[config.mk]
export PLATFORM = sky130hd
export DESIGN_NAME = mem_arbiter
export DESIGN_NICKNAME = d
export VERILOG_FILES = /design/src/rtl/mem_arb_pkg.sv /design/src/rtl/mem_arb_sat_cnt.sv /design/src/rtl/mem_arbiter.sv
export SDC_FILE = /design/constraint.sdc
export NUM_CORES = 1
export LEC_CHECK = 0
export BUFFER_PORTS_ARGS = -buffer_cell sky130_fd_sc_hd__buf_2
export CAP_MARGIN = 20
export CORE_UTILIZATION = 45
export DETAILED_ROUTE_END_ITERATION = 7
export PLACE_DENSITY = 0.86
export SLEW_MARGIN = 15
export SYNTH_ARGS = -nofsm -noshare
export SYNTH_HDL_FRONTEND = slang
export SYNTH_HIERARCHICAL = 1
export SYNTH_SLANG_ARGS = --single-unit
[constraint.sdc]
create_clock -name clk -period 3.2 [get_ports clk]
set_clock_uncertainty 0.1 [all_clocks]
set_input_delay 0.64 -clock clk [delete_from_list [all_inputs] [get_ports clk]]
set_output_delay 0.64 -clock clk [all_outputs]
set_load 0.005 [all_outputs]
[src/rtl/mem_arb_pkg.sv]
// Shared types and defaults for the I/D memory arbiter.
// Holds the default bus widths, the response-stage state encoding and the
// starvation counter width used by mem_arbiter.
package mem_arb_pkg;

    localparam int DEF_ADDR_W   = 10;
    localparam int DEF_DATA_W   = 32;
    localparam int STARVE_CNT_W = 4;

    // Which requester (if any) gets read data in the next cycle.
    typedef enum logic [1:0] {
        IDLE   = 2'd0,
        RESP_I = 2'd1,
        RESP_D = 2'd2
    } resp_state_t;

endpackage

[src/rtl/mem_arb_sat_cnt.sv]
// Saturating up-counter: increments on inc, sticks at all-ones, never wraps.
// Ports: clk, rst_n (async active-low), inc (count enable), count (value).
// Latency: count reflects inc one clock later; no backpressure.
module mem_arb_sat_cnt #(
    parameter int W = 16
) (
    input  logic         clk,
    input  logic         rst_n,
    input  logic         inc,
    output logic [W-1:0] count
);

    always_ff @(posedge clk or negedge rst_n) begin
        if (!rst_n) begin
            count <= '0;
        end else if (inc && (count != {W{1'b1}})) begin
            count <= count + W'(1);
        end
    end

endmodule

[src/rtl/mem_arbiter.sv]
// Shares one single-port async-read RAM between a fetch port (I, read-only)
// and a load/store port (D). Grants are combinational, read data returns
// registered one cycle after the grant; a losing requester simply holds req.
// Ports: i_* fetch port, d_* load/store port, mem_* RAM port, cnt_* perf counters.
// Optional feature: define MEM_ARB_PERF_EN to build the conflict/stall
// counters; otherwise cnt_conflict and cnt_stall_i are tied to zero.
module mem_arbiter
    import mem_arb_pkg::*;
#(
    parameter int ADDR_W       = DEF_ADDR_W,
    parameter int DATA_W       = DEF_DATA_W,
    parameter int STARVE_LIMIT = 3,
    parameter int CNT_W        = 16
) (
    input  logic              clk,
    input  logic              rst_n,

    input  logic              i_req,
    input  logic [ADDR_W-1:0] i_addr,
    output logic              i_gnt,
    output logic              i_rvalid,
    output logic [DATA_W-1:0] i_rdata,

    input  logic              d_req,
    input  logic              d_we,
    input  logic [ADDR_W-1:0] d_addr,
    input  logic [DATA_W-1:0] d_wdata,
    output logic              d_gnt,
    output logic              d_rvalid,
    output logic [DATA_W-1:0] d_rdata,

    output logic              mem_we,
    output logic [ADDR_W-1:0] mem_addr,
    output logic [DATA_W-1:0] mem_wdata,
    input  logic [DATA_W-1:0] mem_rdata,

    output logic [CNT_W-1:0]  cnt_conflict,
    output logic [CNT_W-1:0]  cnt_stall_i
);

    localparam logic [STARVE_CNT_W-1:0] LIMIT = STARVE_CNT_W'(STARVE_LIMIT);

    logic [STARVE_CNT_W-1:0] starve_cnt;
    logic                    force_i;
    resp_state_t             resp_state;

    // ------------------------------------------------------------------
    // Grant: D has priority unless I has lost LIMIT cycles in a row.
    // ------------------------------------------------------------------
    assign force_i = (starve_cnt == LIMIT);
    assign d_gnt   = d_req & ~force_i;
    assign i_gnt   = i_req & ~d_gnt;

    // RAM port follows the winner; with no grant it idles on the I address.
    assign mem_addr  = d_gnt ? d_addr : i_addr;
    // rst_n gating keeps a held store request from writing during reset.
    assign mem_we    = d_gnt & d_we & rst_n;
    assign mem_wdata = d_wdata;

    // ------------------------------------------------------------------
    // Starvation counter: counts consecutive I losses to D. An I grant or
    // I withdrawing its request restarts the count.
    // ------------------------------------------------------------------
    always_ff @(posedge clk or negedge rst_n) begin
        if (!rst_n) begin
            starve_cnt <= '0;
        end else if (!i_req || i_gnt) begin
            starve_cnt <= '0;
        end else if (d_gnt && (starve_cnt != LIMIT)) begin
            starve_cnt <= starve_cnt + STARVE_CNT_W'(1);
        end
    end

    // ------------------------------------------------------------------
    // Response stage. The next state comes straight from this cycle's read
    // grant, so back-to-back reads stream with no bubble. rdata registers
    // only load on their own grant and otherwise hold.
    // ------------------------------------------------------------------
    always_ff @(posedge clk or negedge rst_n) begin
        if (!rst_n) begin
            resp_state <= IDLE;
            i_rdata    <= '0;
            d_rdata    <= '0;
        end else begin
            if (i_gnt) begin
                resp_state <= RESP_I;
                i_rdata    <= mem_rdata;
            end else if (d_gnt && !d_we) begin
                resp_state <= RESP_D;
                d_rdata    <= mem_rdata;
            end else begin
                resp_state <= IDLE;
            end
        end
    end

    assign i_rvalid = (resp_state == RESP_I);
    assign d_rvalid = (resp_state == RESP_D);

    // ------------------------------------------------------------------
    // Performance counters
    // ------------------------------------------------------------------
`ifdef MEM_ARB_PERF_EN
    mem_arb_sat_cnt #(.W(CNT_W)) u_cnt_conflict (
        .clk   (clk),
        .rst_n (rst_n),
        .inc   (i_req & d_req),
        .count (cnt_conflict)
    );

    mem_arb_sat_cnt #(.W(CNT_W)) u_cnt_stall_i (
        .clk   (clk),
        .rst_n (rst_n),
        .inc   (i_req & ~i_gnt),
        .count (cnt_stall_i)
    );
`else
    assign cnt_conflict = '0;
    assign cnt_stall_i  = '0;
`endif

endmodule

Yosys cells after proc, flatten, opt, wreduce, memory -nomap -nowiden
Cells that the tools add are included.
Widths: inputs -> output; s select.
{ "op_classes": {"n_eq_ne": 4, "bitwise": 7, "muxes": 5, "reduce_logical": 7, "add_sub_neg": 1} }
{ "op_table": {"columns": ["op", "n"], "rows": [
  ["$mux 10", 1],
  ["$mux 4", 2],
  ["$add 4x1->4 const B", 1],
  ["$and 1x1->1", 4],
  ["$eq 4x2->1 const B", 1],
  ["$mux 2", 2],
  ["$ne 4x2->1 const B", 1],
  ["$not 1->1", 3],
  ["$eq 2x1->1 const B", 1],
  ["$eq 2x2->1 const B", 1],
  ["$logic_and 1x1->1", 2],
  ["$logic_not 1->1", 2],
  ["$reduce_and 2->1", 1],
  ["$reduce_bool 2->1", 1],
  ["$logic_or 1x1->1", 1]
]} }
{ "word_totals": {"reg_bits": 70} }

Longest topological paths before layout
{ "depth": {"ltp_word": 7, "ltp_mapped": 6, "depth_no_buf": 5} }

Least setup slack after synthesis
No wires, ideal clock.
{ "synth_timing": {"path_kind": "reg2out", "from": "register starve_cnt[0]", "to": "output port mem_addr[0]", "t_required_ps": 2460, "arrival_time_ps": 1460, "path_slack_ps": 1000, "path_stages_with_launch": 6, "n_path_buf": 1, "path_cell_list": "dfrtp_1 ha_1 or3b_1 nand2_2 buf_12 mux2_4"} }
{ "synth_between": {"elab_chain_cells": 4} }
{ "synth_rtl": {"columns": ["item", "line_no", "rtl"], "rows": [
  ["start: declaration", "mem_arbiter.sv:43", "logic [STARVE_CNT_W-1:0] starve_cnt;"],
  ["start signal: assignment", "mem_arbiter.sv:70", "starve_cnt <= starve_cnt + STARVE_CNT_W'(1);"],
  ["$eq 4x2->1", "mem_arbiter.sv:50", "assign force_i = (starve_cnt == LIMIT);"],
  ["$not 1->1", "mem_arbiter.sv:51", "assign d_gnt = d_req & ~force_i;"],
  ["$and 1x1->1", "mem_arbiter.sv:51", null],
  ["$mux 10", "mem_arbiter.sv:55", "assign mem_addr = d_gnt ? d_addr : i_addr;"],
  ["end: declaration", "mem_arbiter.sv:33", "output logic [ADDR_W-1:0] mem_addr,"]
]} }
Every way passes these cells.

Final worst setup path
{ "layout_timing": {"from": "register starve_cnt[0]", "to": "output port mem_addr[9]"} }
Same word-level chain as after synthesis.

==> impl_metrics.env <==
export IMPL_yosys_area_top_type="dfrtp_1"
export IMPL_ios=232
export IMPL_overflow=0
export IMPL_syn2layout_area_growth_pct=17.5
export IMPL_ys_flop_type="dfrtp_1"
export IMPL_cts_setup_buffers=0
export IMPL_synth_top_area_share_pct=50.6
export IMPL_htree_levels=3
export IMPL_vias_per_cell=4.60
export IMPL_grtUsageTotal_pct=16.4
export IMPL_port_buffers=135
export IMPL_drv_cap=0
export IMPL_antenna_found_initial=0
export IMPL_avgSynthCellArea_um2=14.7
export IMPL_drtIter0Drc=28
export IMPL_cts_clk_slew_worst_paths_ns=0.07
export IMPL_grt_pass1_wl_mm=10.4
export IMPL_ys_seq_area_share_pct=50.6
export IMPL_synth_edff_count=0
export IMPL_rrSetupSlack_ns=1.33
export IMPL_root_buffer="clkbuf_8"
export IMPL_coreArea_mm2=0.00733
export IMPL_cts_tree="yes"
export IMPL_finalMaxSlewViolations=0
export IMPL_min_period_over_period_pct=89.8
export IMPL_gp_congestion=0.702
export IMPL_clkSinkCount=70
export IMPL_powerDensity_mw_per_mm2=563
export IMPL_drt_first_pass_iters=3
export IMPL_period_minus_slack_ns=2.87
export IMPL_die_x_um=89.7
export IMPL_grt_setup_unrepaired="false"
export IMPL_hold_violations=0
export IMPL_yosys_register_bits=70
export IMPL_diodes=0
export IMPL_synthTopCellsByCount="70 x dfrtp_1, 64 x buf_4, 40 x mux2_4"
export IMPL_cp_end_kind="output pin"
export IMPL_fmax_ghz=0.348
export IMPL_grt_pass1_vias=2113
export IMPL_outcome="finished, final reports clean"
export IMPL_cts_buffers=9
export IMPL_vias=2072
export IMPL_synth_most_common_cell="dfrtp_1"
export IMPL_crit_type="reg2out"
export IMPL_crit_fanout=11
export IMPL_cts_buffer_depth=2
export IMPL_synth_area_leaders="dfrtp_1 51%, mux2_4 17%, buf_4 14%"
export IMPL_synth_area_mm2=0.00346
export IMPL_p_leak_nw=2.15
export IMPL_cp_start_kind="flop"
export IMPL_drtAntennaViolNets=0
export IMPL_peakVddDrop_mv=0.287
export IMPL_worstPathArrival_ns=2.13
export IMPL_row_count=31
export IMPL_ctsHoldBuffers=0
export IMPL_post_drt_wl_per_cell_um=14.5
export IMPL_layout_nets=437
export IMPL_synth_async_reset_ratio_pct=100
export IMPL_die_y_um=89.7
export IMPL_drive_gt1_share_pct=66.7
export IMPL_setup_viol=0
export IMPL_synth_cell_types=21
export IMPL_placedCellCount=435
export IMPL_worstMarginPinSlew_ns=0.873
export IMPL_synthCells=236
export IMPL_detailed_place_hpwl_mm=4.77
export IMPL_insertion_delay_ns=0.33
export IMPL_hold_class="reg2reg"
export IMPL_routed_wl_mm=6.52
export IMPL_finalSetupTns_ns=0
export IMPL_die_area_mm2=0.00805
export IMPL_ys_warn_count=6
export IMPL_post_cts_resized=0
export IMPL_drc=0
export IMPL_timing_slew_headroom_pct=41.8
export IMPL_grt_start_max_net_pins=71
export IMPL_instances_no_fill=450
export IMPL_finalPower_mw=2.29
export IMPL_start_util_pct=47.2
export IMPL_cp_data_required_time_ns=2.46
-- path summary, 6_finish.rpt --
kind                                      startpoint                   endpoint  cells after the start
max                        starve_cnt[0]$_DFFE_PN0P_                mem_addr[9]                      5
min                        starve_cnt[0]$_DFFE_PN0P_  starve_cnt[0]$_DFFE_PN0P_                      1
max reg2reg                starve_cnt[0]$_DFFE_PN0P_     i_rdata[7]$_DFFE_PN0P_                      5
min reg2reg                starve_cnt[0]$_DFFE_PN0P_  starve_cnt[0]$_DFFE_PN0P_                      1
max in group asynchronous                      rst_n     d_rdata[2]$_DFFE_PN0P_                      2
min in group asynchronous                      rst_n     d_rdata[9]$_DFFE_PN0P_                      2
-- registers in the layout (all words and copies together), names as in the netlist --
name        flops
i_rdata        32
d_rdata        32
resp_state      2
starve_cnt      4
-- cell usage in the layout (no fill, tap or decap), drive strengths merged --
| master | instances |
|---|---|
| buf | 140 |
| mux2 | 74 |
| dfrtp | 70 |
| conb | 32 |
| clkbuf | 10 |
| nor2 | 3 |
| inv | 3 |
| nor2b | 2 |
| and3 | 2 |
| nand3 | 2 |
| clkinvlp | 2 |
| bufinv | 2 |
| or3b | 1 |
| nand2 | 1 |
| nor3b | 1 |
| o21ai | 1 |
| nor3 | 1 |
| xnor2 | 1 |
| xor2 | 1 |
| ha | 1 |
| clkinv | 1 |
-- critical path: stages (launching register included) --
cell and delay (ns):
dfrtp_1 0.38, ha_1 0.22, or3b_1 0.40, nand2_2 0.31, mux2_2 0.37, buf_2 0.12
-- stage by stage --
step / util (%) / hold WS (ns) / worst slack, ns / area [um^2]
finish: 55.5 / 0.384 / 0.325 / 4070
CTS: 55.5 / 0.372 / 0.311 / 4070
detailed placement: 52.5 / 0.364 / 0.684 / 3850
floorplan: - / 0.244 / 1.00 / 3580
global placement: 52.5 / 0.341 / 0.743 / 3850
global route: 55.5 / 0.383 / 0.214 / 4070
-- metal layers --
metal	part of all wire, %	global-route usage [%]	wire [um]	vias to the layer above
li1	-	-	-	914
met1	39	18.5	2550	1013
met2	51	27.7	3300	122
met3	7.3	4.82	476	23
met4	3.0	9.56	194	0
met5	0	0	0	-
-- area by class of cell --
type,instances,area (um^2)
fillers,621,3260
clock inverters,5,83.8
multi-input cells,123,1250
inverters,3,13.8
well taps,99,124
clock buffers,10,138
repair buffers,140,713
flip-flops and latches,70,1750
-- logic make-up after synthesis --
family | Yosys count | synth area share [%]
muxes | 74 | 28.4
buffers and inverters | 74 | 16.8
DFF | 70 | 50.6
and+or+nand+nor | 13 | 2.78
xor gates and xnor gates | 2 | 0.506
adders and majority gates | 1 | 0.361
other | 1 | 0.108
AOI/OAI and AO/OA | 1 | 0.470
-- where the power goes --
group,switching (mW),internal [mW]
Sequential,0.0657,1.01
Combinational,0.169,0.269
Clock,0.321,0.457
Total,0.556,1.73
(Power assumes the default switching activity.)
